<file path="config.mk">
export PLATFORM = sky130hd
export DESIGN_NAME = car_sensor_driver_flat
export DESIGN_NICKNAME = d
export VERILOG_FILES = /design/src/rtl/car_pkg.sv /design/src/rtl/car_sensor_driver_if.sv /design/src/rtl/car_sensor_driver_phase_timer.sv /design/src/rtl/car_sensor_driver.sv /design/src/flat_wrapper.sv
export SDC_FILE = /design/constraint.sdc
export NUM_CORES = 1
export LEC_CHECK = 0
export ABC_CLOCK_PERIOD_IN_PS = 3250
export BUFFER_PORTS_ARGS = -buffer_cell sky130_fd_sc_hd__buf_2
export CAP_MARGIN = 30
export CORE_AREA = 2 2 65 67
export DETAILED_ROUTE_END_ITERATION = 10
export DIE_AREA = 0 0 67 69
export GPL_TIMING_DRIVEN = 1
export SLEW_MARGIN = 20
export SYNTH_ARGS = -nofsm -noshare
export SYNTH_HDL_FRONTEND = slang
export SYNTH_HIERARCHICAL = 1
export SYNTH_SLANG_ARGS = --single-unit
</file>
<file path="constraint.sdc">
create_clock -name clk -period 3.25 [get_ports clk]
set_input_delay 0.4875 -clock clk [delete_from_list [all_inputs] [get_ports clk]]
set_output_delay 0.4875 -clock clk [all_outputs]
set_load 0.005 [all_outputs]
</file>
<file path="src/rtl/car_pkg.sv">
// Shared types and constants for the car sensor driver.
//   car_drv_state_t : sequencer states IDLE -> PH1 -> PH2 -> PH3 -> GAP
//   car_dir_t       : direction of the car being emulated
//   BEAM_*          : {outer, inner} beam encodings
//   beam_pattern()  : {outer, inner} for a given state and direction
package car_pkg;

  typedef enum logic [2:0] {S_IDLE, S_PH1, S_PH2, S_PH3, S_GAP} car_drv_state_t;
  typedef enum logic {DIR_ENTER, DIR_EXIT} car_dir_t;

  localparam logic [1:0] BEAM_NONE  = 2'b00;
  localparam logic [1:0] BEAM_OUTER = 2'b10;
  localparam logic [1:0] BEAM_INNER = 2'b01;
  localparam logic [1:0] BEAM_BOTH  = 2'b11;

  // An entering car breaks the outer beam first; an exiting car the inner one.
  function automatic logic [1:0] beam_pattern(car_drv_state_t st, car_dir_t dir);
    logic [1:0] beams;
    beams = BEAM_NONE;
    case (st)
      S_PH1:   beams = (dir == DIR_ENTER) ? BEAM_OUTER : BEAM_INNER;
      S_PH2:   beams = BEAM_BOTH;
      S_PH3:   beams = (dir == DIR_ENTER) ? BEAM_INNER : BEAM_OUTER;
      default: beams = BEAM_NONE;
    endcase
    return beams;
  endfunction

endpackage

</file>
<file path="src/rtl/car_sensor_driver_if.sv">
// Request/beam bus between a requester (master) and car_sensor_driver (slave).
//   dwell, enter_req, exit_req : requester -> driver
//   ready, outer, inner, done  : driver -> requester
//   occupancy                  : driver -> requester, only with CAR_OCCUPANCY_EN defined
interface car_sensor_driver_if #(
  parameter int unsigned DWELL_W = 8
`ifdef CAR_OCCUPANCY_EN
  ,
  parameter int unsigned OCC_W   = 5
`endif
);

  logic [DWELL_W-1:0] dwell;
  logic               enter_req;
  logic               exit_req;
  logic               ready;
  logic               outer;
  logic               inner;
  logic               done;
`ifdef CAR_OCCUPANCY_EN
  logic [OCC_W-1:0]   occupancy;

  modport master (
    output dwell, enter_req, exit_req,
    input  ready, outer, inner, done, occupancy
  );

  modport slave (
    input  dwell, enter_req, exit_req,
    output ready, outer, inner, done, occupancy
  );
`else
  modport master (
    output dwell, enter_req, exit_req,
    input  ready, outer, inner, done
  );

  modport slave (
    input  dwell, enter_req, exit_req,
    output ready, outer, inner, done
  );
`endif

endinterface

</file>
<file path="src/rtl/car_sensor_driver_phase_timer.sv">
// Per-phase dwell timer. Loads a value, counts down to zero and holds there.
//   clk_i      : clock
//   rst_ni     : asynchronous active-low reset (count cleared to 0)
//   load_i     : load load_val_i this cycle (wins over counting)
//   load_val_i : value to load (phase length minus one)
//   expired_o  : count has reached zero; the current phase ends this cycle
module car_sensor_driver_phase_timer #(
  parameter int unsigned DWELL_W = 8
) (
  input  logic               clk_i,
  input  logic               rst_ni,
  input  logic               load_i,
  input  logic [DWELL_W-1:0] load_val_i,
  output logic               expired_o
);

  logic [DWELL_W-1:0] count_q, count_d;

  always_comb begin
    count_d = count_q;
    if (load_i) begin
      count_d = load_val_i;
    end else if (count_q != '0) begin
      count_d = count_q - DWELL_W'(1);
    end
  end

  always_ff @(posedge clk_i or negedge rst_ni) begin
    if (!rst_ni) begin
      count_q <= '0;
    end else begin
      count_q <= count_d;
    end
  end

  assign expired_o = (count_q == '0);

endmodule

</file>
<file path="src/rtl/car_sensor_driver.sv">
// Car sensor driver: turns enter/exit requests into the outer/inner beam waveform of a real car.
//   clk     : clock, all state on posedge
//   reset_n : asynchronous active-low reset
//   bus     : car_sensor_driver_if.slave (dwell/enter_req/exit_req in; ready/outer/inner/done out)
// Optional feature macro CAR_OCCUPANCY_EN adds an occupancy counter that gates requests
// (no entering when full, no exiting when empty) and drives bus.occupancy.
module car_sensor_driver
  import car_pkg::*;
#(
  parameter int unsigned DWELL_W  = 8,
  parameter int unsigned MAX_CARS = 16,
  parameter int unsigned OCC_W    = 5
) (
  input logic                 clk,
  input logic                 reset_n,
  car_sensor_driver_if.slave  bus
);

  if (OCC_W < $clog2(MAX_CARS + 1)) begin : g_occ_w_check
    $error("OCC_W cannot hold MAX_CARS");
  end

  car_drv_state_t     state_q, state_d;
  car_dir_t           dir_q, dir_d;
  logic [DWELL_W-1:0] dwell_q, dwell_d;
  logic [1:0]         beams_q, beams_d;
  logic               done_q, done_d;
  logic               ready_q, ready_d;

  logic               tmr_load;
  logic [DWELL_W-1:0] tmr_val;
  logic               tmr_expired;

  logic [DWELL_W-1:0] dwell_eff;
  logic               accept_enter;
  logic               accept_exit;

  // A zero dwell would give an empty phase; treat it as one cycle.
  assign dwell_eff = (bus.dwell == '0) ? DWELL_W'(1) : bus.dwell;

`ifdef CAR_OCCUPANCY_EN
  logic [OCC_W-1:0] occ_q, occ_d;

  // Enter wins a tie, unless the lot is full; then a pending exit is taken instead.
  assign accept_enter = bus.enter_req && (occ_q != OCC_W'(MAX_CARS));
  assign accept_exit  = bus.exit_req && (occ_q != '0) && !accept_enter;

  always_comb begin
    occ_d = occ_q;
    if (done_d) begin
      occ_d = (dir_q == DIR_ENTER) ? occ_q + OCC_W'(1) : occ_q - OCC_W'(1);
    end
  end

  always_ff @(posedge clk or negedge reset_n) begin
    if (!reset_n) begin
      occ_q <= '0;
    end else begin
      occ_q <= occ_d;
    end
  end

  assign bus.occupancy = occ_q;
`else
  assign accept_enter = bus.enter_req;
  assign accept_exit  = bus.exit_req && !bus.enter_req;
`endif

  car_sensor_driver_phase_timer #(
    .DWELL_W (DWELL_W)
  ) u_phase_timer (
    .clk_i      (clk),
    .rst_ni     (reset_n),
    .load_i     (tmr_load),
    .load_val_i (tmr_val),
    .expired_o  (tmr_expired)
  );

  always_comb begin
    state_d  = state_q;
    dir_d    = dir_q;
    dwell_d  = dwell_q;
    tmr_load = 1'b0;
    tmr_val  = dwell_q - DWELL_W'(1);
    unique case (state_q)
      S_IDLE: begin
        if (accept_enter || accept_exit) begin
          state_d  = S_PH1;
          dir_d    = accept_enter ? DIR_ENTER : DIR_EXIT;
          dwell_d  = dwell_eff;
          tmr_load = 1'b1;
          tmr_val  = dwell_eff - DWELL_W'(1);
        end
      end
      S_PH1: begin
        if (tmr_expired) begin
          state_d  = S_PH2;
          tmr_load = 1'b1;
        end
      end
      S_PH2: begin
        if (tmr_expired) begin
          state_d  = S_PH3;
          tmr_load = 1'b1;
        end
      end
      S_PH3: begin
        if (tmr_expired) begin
          state_d  = S_GAP;
          tmr_load = 1'b1;
        end
      end
      S_GAP: begin
        if (tmr_expired) begin
          state_d  = S_IDLE;
          tmr_load = 1'b1;
          tmr_val  = '0;
        end
      end
      default: state_d = S_IDLE;
    endcase
  end

  // Outputs are registered from the next state so they line up with state_q.
  assign beams_d = beam_pattern(state_d, dir_d);
  assign ready_d = (state_d == S_IDLE);
  assign done_d  = (state_q == S_PH3) && (state_d == S_GAP);

  always_ff @(posedge clk or negedge reset_n) begin
    if (!reset_n) begin
      state_q <= S_IDLE;
      dir_q   <= DIR_ENTER;
      dwell_q <= '0;
      beams_q <= BEAM_NONE;
      done_q  <= 1'b0;
      ready_q <= 1'b1;
    end else begin
      state_q <= state_d;
      dir_q   <= dir_d;
      dwell_q <= dwell_d;
      beams_q <= beams_d;
      done_q  <= done_d;
      ready_q <= ready_d;
    end
  end

  assign bus.outer = beams_q[1];
  assign bus.inner = beams_q[0];
  assign bus.done  = done_q;
  assign bus.ready = ready_q;

endmodule

</file>
<file path="src/flat_wrapper.sv">
// flat-port wrapper written by rule: the top's interface ports become plain ports
module car_sensor_driver_flat import car_pkg::*;
#(
  parameter int unsigned DWELL_W  = 8,
  parameter int unsigned MAX_CARS = 16,
  parameter int unsigned OCC_W    = 5
)
  (clk, reset_n, bus_dwell, bus_enter_req, bus_exit_req, bus_ready, bus_outer, bus_inner, bus_done);
  car_sensor_driver_if #(.DWELL_W(DWELL_W)) bus_i ();
  input logic clk;
  input logic reset_n;
  input wire logic [$bits(bus_i.dwell)-1:0] bus_dwell;
  input wire logic [$bits(bus_i.enter_req)-1:0] bus_enter_req;
  input wire logic [$bits(bus_i.exit_req)-1:0] bus_exit_req;
  output wire logic [$bits(bus_i.ready)-1:0] bus_ready;
  output wire logic [$bits(bus_i.outer)-1:0] bus_outer;
  output wire logic [$bits(bus_i.inner)-1:0] bus_inner;
  output wire logic [$bits(bus_i.done)-1:0] bus_done;
  assign bus_i.dwell = bus_dwell;
  assign bus_i.enter_req = bus_enter_req;
  assign bus_i.exit_req = bus_exit_req;
  assign bus_ready = bus_i.ready;
  assign bus_outer = bus_i.outer;
  assign bus_inner = bus_i.inner;
  assign bus_done = bus_i.done;
  car_sensor_driver #(.DWELL_W(DWELL_W), .MAX_CARS(MAX_CARS), .OCC_W(OCC_W)) u_core (.clk(clk), .reset_n(reset_n), .bus(bus_i));
endmodule
</file>
# == Yosys cells after proc, flatten, opt, wreduce, memory -nomap -nowiden ==
# Cells that the tools add are included.
# classes
n_addsub,3
n_mux,21
n_eq_ne,8
n_reduce_logical,12
# op_table
op,n
2-to-1 mux 8 bit,5
"subtractor 8 x 1 -> 8 bit, second input constant",3
logical NOT 8 bit,2
case mux 8 bit (2 select lines),1
2-to-1 mux 3 bit,5
case mux 3 bit (5 select lines),1
"equality test 3 x 2 -> 1 bit, second input constant",4
nonzero test 8 bit,1
"equality test 3 x 1 -> 1 bit, second input constant",2
"equality test 3 bit, second input constant",2
logical NOT 3 bit,2
case mux 2 bit (3 select lines),1
2-to-1 mux 1 bit,5
2-to-1 mux 2 bit,2
OR reduction 4 bit,1
logical AND 1 bit,2
case mux 1 bit (2 select lines),1
AND reduction 2 bit,1
nonzero test 2 bit,1
logical NOT 1 bit,1
logical OR 1 bit,1
# word_totals
out_inout_bits,4
elab_cells,51
ff_bits,24

# == Longest topological paths before layout ==
# logic_depth
ltp_word,7
depth_mapped,11
depth_no_buf,10

# == Cells and area by module ==
# The synthesis kept the hierarchy.
# modules_own_cells
module,seq_area_each_um2,instances,area_per_inst_um2,cells_each
car_sensor_driver,401.6,1,1047.3,124
car_sensor_driver_phase_timer,200.2,1,476.7,54

# == Worst setup path before layout ==
# OpenSTA, ideal clock, no wires.
# synth_path
path_kind,reg-to-reg
startpoint,register u_core.u_phase_timer.count_q[0]
endpoint,register u_core.u_phase_timer.count_q[4]
period_less_slack_ps,2537
t_arrival_ps,2458
setup_ps,79
setup_slack_ps,713
required_ps,3171
stages_incl_launch_ff,12
path_cell_list,dfrtp_1 -> inv_1 -> ha_1 -> or3b_1 -> clkbuf_2 -> nor2_1 -> nor2_1 -> a211oi_1 -> a31o_2 -> dlygate4sd1_1 -> a21oi_1 -> a2bb2oi_1
# synth_via
elab_chain_len,4
word_cells_on_any_way,10
classes_between,add/sub: 1; mux: 6; reduce/logical: 3
# synth_rtl
element,line,rtl
from (decl),car_sensor_driver_phase_timer.sv:17,"logic [DWELL_W-1:0] count_q, count_d;"
from (signal assigned),car_sensor_driver_phase_timer.sv:32,count_q <= count_d;
logical NOT 8 bit (*),car_sensor_driver_phase_timer.sv:36,assign expired_o = (count_q == '0);
net u_core.tmr_expired,car_sensor_driver.sv:32,logic tmr_expired;
2-to-1 mux 1 bit (*),-,
case mux 1 bit (2 select lines) (*),car_sensor_driver.sv:85,unique case (state_q)
net u_core.tmr_load,car_sensor_driver.sv:30,logic tmr_load;
2-to-1 mux 8 bit / nonzero test 2 bit (equally long branches),-,
# Mark *: on every way through the listed nets, which the timed path passes. The rest lies on a longest branch. The select of a mux whose other input is x is not followed.
# A chain may end at the register's enable or synchronous reset.

# == Worst setup path after layout ==
# layout_path
startpoint,register u_core.u_phase_timer.count_q[0]
endpoint,register u_core.u_phase_timer.count_q[5]
# The elaborated chain is that of the path after synthesis.

==> impl_metrics.tcl <==
set metrics [dict create \
    internal_power_uw 904.6 \
    max_slew_margin 0.5744 \
    finalInstanceArea_mm2 0.001709 \
    fin_util 0.4367 \
    crit_start "u_core/u_phase_timer/count_q[0]" \
    crit_type "flip-flop to flip-flop" \
    hold_class "input pin to asynchronous set/reset pin" \
    seq_area_frac_synth 0.3949 \
    fin_nets 208 \
    antenna_left 0 \
    insertion_delay_ps 270 \
    fillers 412 \
    worst_pin_slew_ps 637.1 \
    ios 16 \
    synth_flop_cell "dfrtp_1" \
    syn-num-nets 193 \
    core_area_mm2 0.003914 \
    ir_worst_vdd_v 0.0002855 \
    cts_root_buf "clkbuf_8" \
    cts_resized 0 \
    rsz0062_at_grt "false" \
    vias 1337 \
    die-width_um 67 \
    portBuffers 15 \
    cts_max_path_buffers 2 \
    antenna_cells 0 \
    wl_per_cell_um 13.73 \
    syn_area_mm2 0.001524 \
    finalHoldViolCount 0 \
    r2r-end "u_core/u_phase_timer/count_q[5]" \
    setup_ws_ps 563.3 \
    dieArea_mm2 0.004623 \
    avgViaCountPerCell 5.525 \
    grt_max_degree 25 \
    p_comb_frac 0.437 \
    async_flop_share 1.000 \
    antenna_found_initial 0 \
    rrSetupSlack_ps 560 \
    start_util 0.3894 \
    cts_buffers 3 \
    sequentialPowerShare 0.393 \
    avgSynthCellArea_um2 8.562 \
    die_h_um 69 \
    min_period_ps 2687 \
    finClkSkew_ps 4.501 \
    drt_iter0_markers 128 \
    grt_overflow 0 \
    setup_tns_ps 0 \
    grt_pass1_wl_um 5906 \
    post-dp-hpwl_um 2584 \
    post_cts_buffers 0 \
    cp_max_fo 13 \
    seq_area_um2 601.8 \
    final_common_cell "nand2_1" \
    post_dp_cell_area_mm2 0.001638 \
    p_leak_nw 0.7211 \
    p_clk_frac 0.170 \
    status "finished, final reports clean" \
    fmax_mhz 372.2 \
    first_pass_iters 4 \
    clk_pin_slew_ps 80 \
    drv_slew 0 \
    dp_slack_ps 557.3 \
    endpoint "u_core/u_phase_timer/count_q[5]" \
    pwr_density_cell_mw_per_mm2 886.9 \
    switching_share 0.4032 \
    rows 23 \
    worstSetupStartpointType "flip-flop" \
    grt_pass1_vias 1296 \
    switching_power_uw 611.1 \
    synth_edf_count 0 \
    reg2regPathDepth 9 \
    drc 0 \
    cts_tree "done" \
    cts_hold_buf 0 \
    drive_gt1_frac 0.1406 \
    multi_input_area_um2 849.6 \
    fin_crit_sh 0.8267 \
    drt_wl_total_um 3322 \
    syn_inst 178 \
    track_usage 0.1596 \
    ys_ff_latch 24 \
    syn2layout_area_growth_pct 12.15 \
    yosys_warnings 6 \
    critPathRequiredTime_ps 3410 \
    htree_levels 1 \
    place.gp.congestion 0.8023 \
    r2r_start "u_core/u_phase_timer/count_q[0]" \
    endpoint_kind "flip-flop" \
    clock-sinks 24 \
    final_cell_mix "28 x nand2_1, 23 x dfrtp_1, 16 x nor2_1, 15 x buf_2, 9 x inv_1" \
    drv_cap 0 \
    synth_cell_types 46 \
    setup_viol 0 \
    arrival_ps 2850 \
]
power groups by stage:
stage                     logic (mW)  registers, mW  clock network (mW)
after floorplan                0.560          0.536                   0
after global placement         0.647          0.591                   0
after detailed placement       0.665          0.599                   0
after CTS                      0.669          0.592               0.267
after global routing           0.750          0.622               0.278
final                          0.662          0.595               0.258
how the worst min path moves through the flow:
stage                                 start                               to  slack (ps)  cells past startpoint
after CTS                           reset_n  u_core/u_phase_timer/count_q[7]         210                      1
final                               reset_n  u_core/u_phase_timer/count_q[7]         190                      1
after floorplan                     reset_n                u_core/beams_q[0]         190                      0
after global placement    u_core/dwell_q[7]                u_core/dwell_q[7]         500                      2
after detailed placement            reset_n  u_core/u_phase_timer/count_q[3]         500                      1
after global routing                reset_n  u_core/u_phase_timer/count_q[7]         230                      1
sequential cells by signal, indices dropped and copies added, names as in the netlist:
signal	count
u_core/beams_q	2
u_core/state_q	3
u_core/u_phase_timer/count_q	8
u_core/dwell_q	8
u_core/bus.done	1
u_core/bus.ready	1
u_core/dir_q	1
per-layer routing:
layer,global-route usage,share of wire
met3,0.02121,0.033
met1,0.2324,0.49
met2,0.2442,0.46
met5,0,0
met4,0.04762,0.0096
critical path, cell delays in order (launching register included):
cell	delay, ps
dfrtp_1	430
inv_1	100
ha_1	230
or3b_1	470
nor2_1	340
nor2_1	90
a211oi_1	210
a31o_2	280
inv_1	140
a221oi_1	290
Yosys cell counts, types with 3 or more instances:
cell     number  area, µm²
nand2_1      28      105.1
xnor2_1       7      61.31
a21oi_1       8      40.04
o22ai_1       7      43.79
inv_1         9      33.78
nor3b_1       4      30.03
buf_2         5      25.02
nor3_1        7      35.03
dfrtp_1      23      575.6
xor2_1        6      52.55
o21ai_0       8      40.04
nor2_1       16      60.06
nand3_1       5      25.02
ha_1          3      37.54
o31ai_1       3      22.52
final cells by class:
class | count | area share
clock buffers | 3 | 0.02416
inverters | 9 | 0.01977
multi-input cells | 138 | 0.4971
flip-flops and latches | 24 | 0.3521
clock inverters | 1 | 0.01757
well taps | 50 | 0.03660
repair buffers | 17 | 0.05271
kinds of logic (layout without fill, tap and decap cells):
family / count (synthesis) / after routing / share of synthesized area
muxes: 1 / 1 / 0.006568
adders and majority gates: 3 / 3 / 0.02463
xor gates and xnor gates: 13 / 13 / 0.07471
buffers and inverters: 16 / 30 / 0.04761
AOI/OAI and AO/OA: 46 / 46 / 0.2044
and+or+nand+nor: 75 / 75 / 0.2471
DFF: 24 / 24 / 0.3949
metrics by stage:
step,power [mW],cells,hold WS (ps)
detailed placement,1.264,238,500.2
finish,1.516,242,194.5
floorplan,1.096,178,191.9
global route,1.650,242,228.3
CTS,1.529,242,206.2
global placement,1.239,238,504.8
Power figures use the tool's default switching activity.
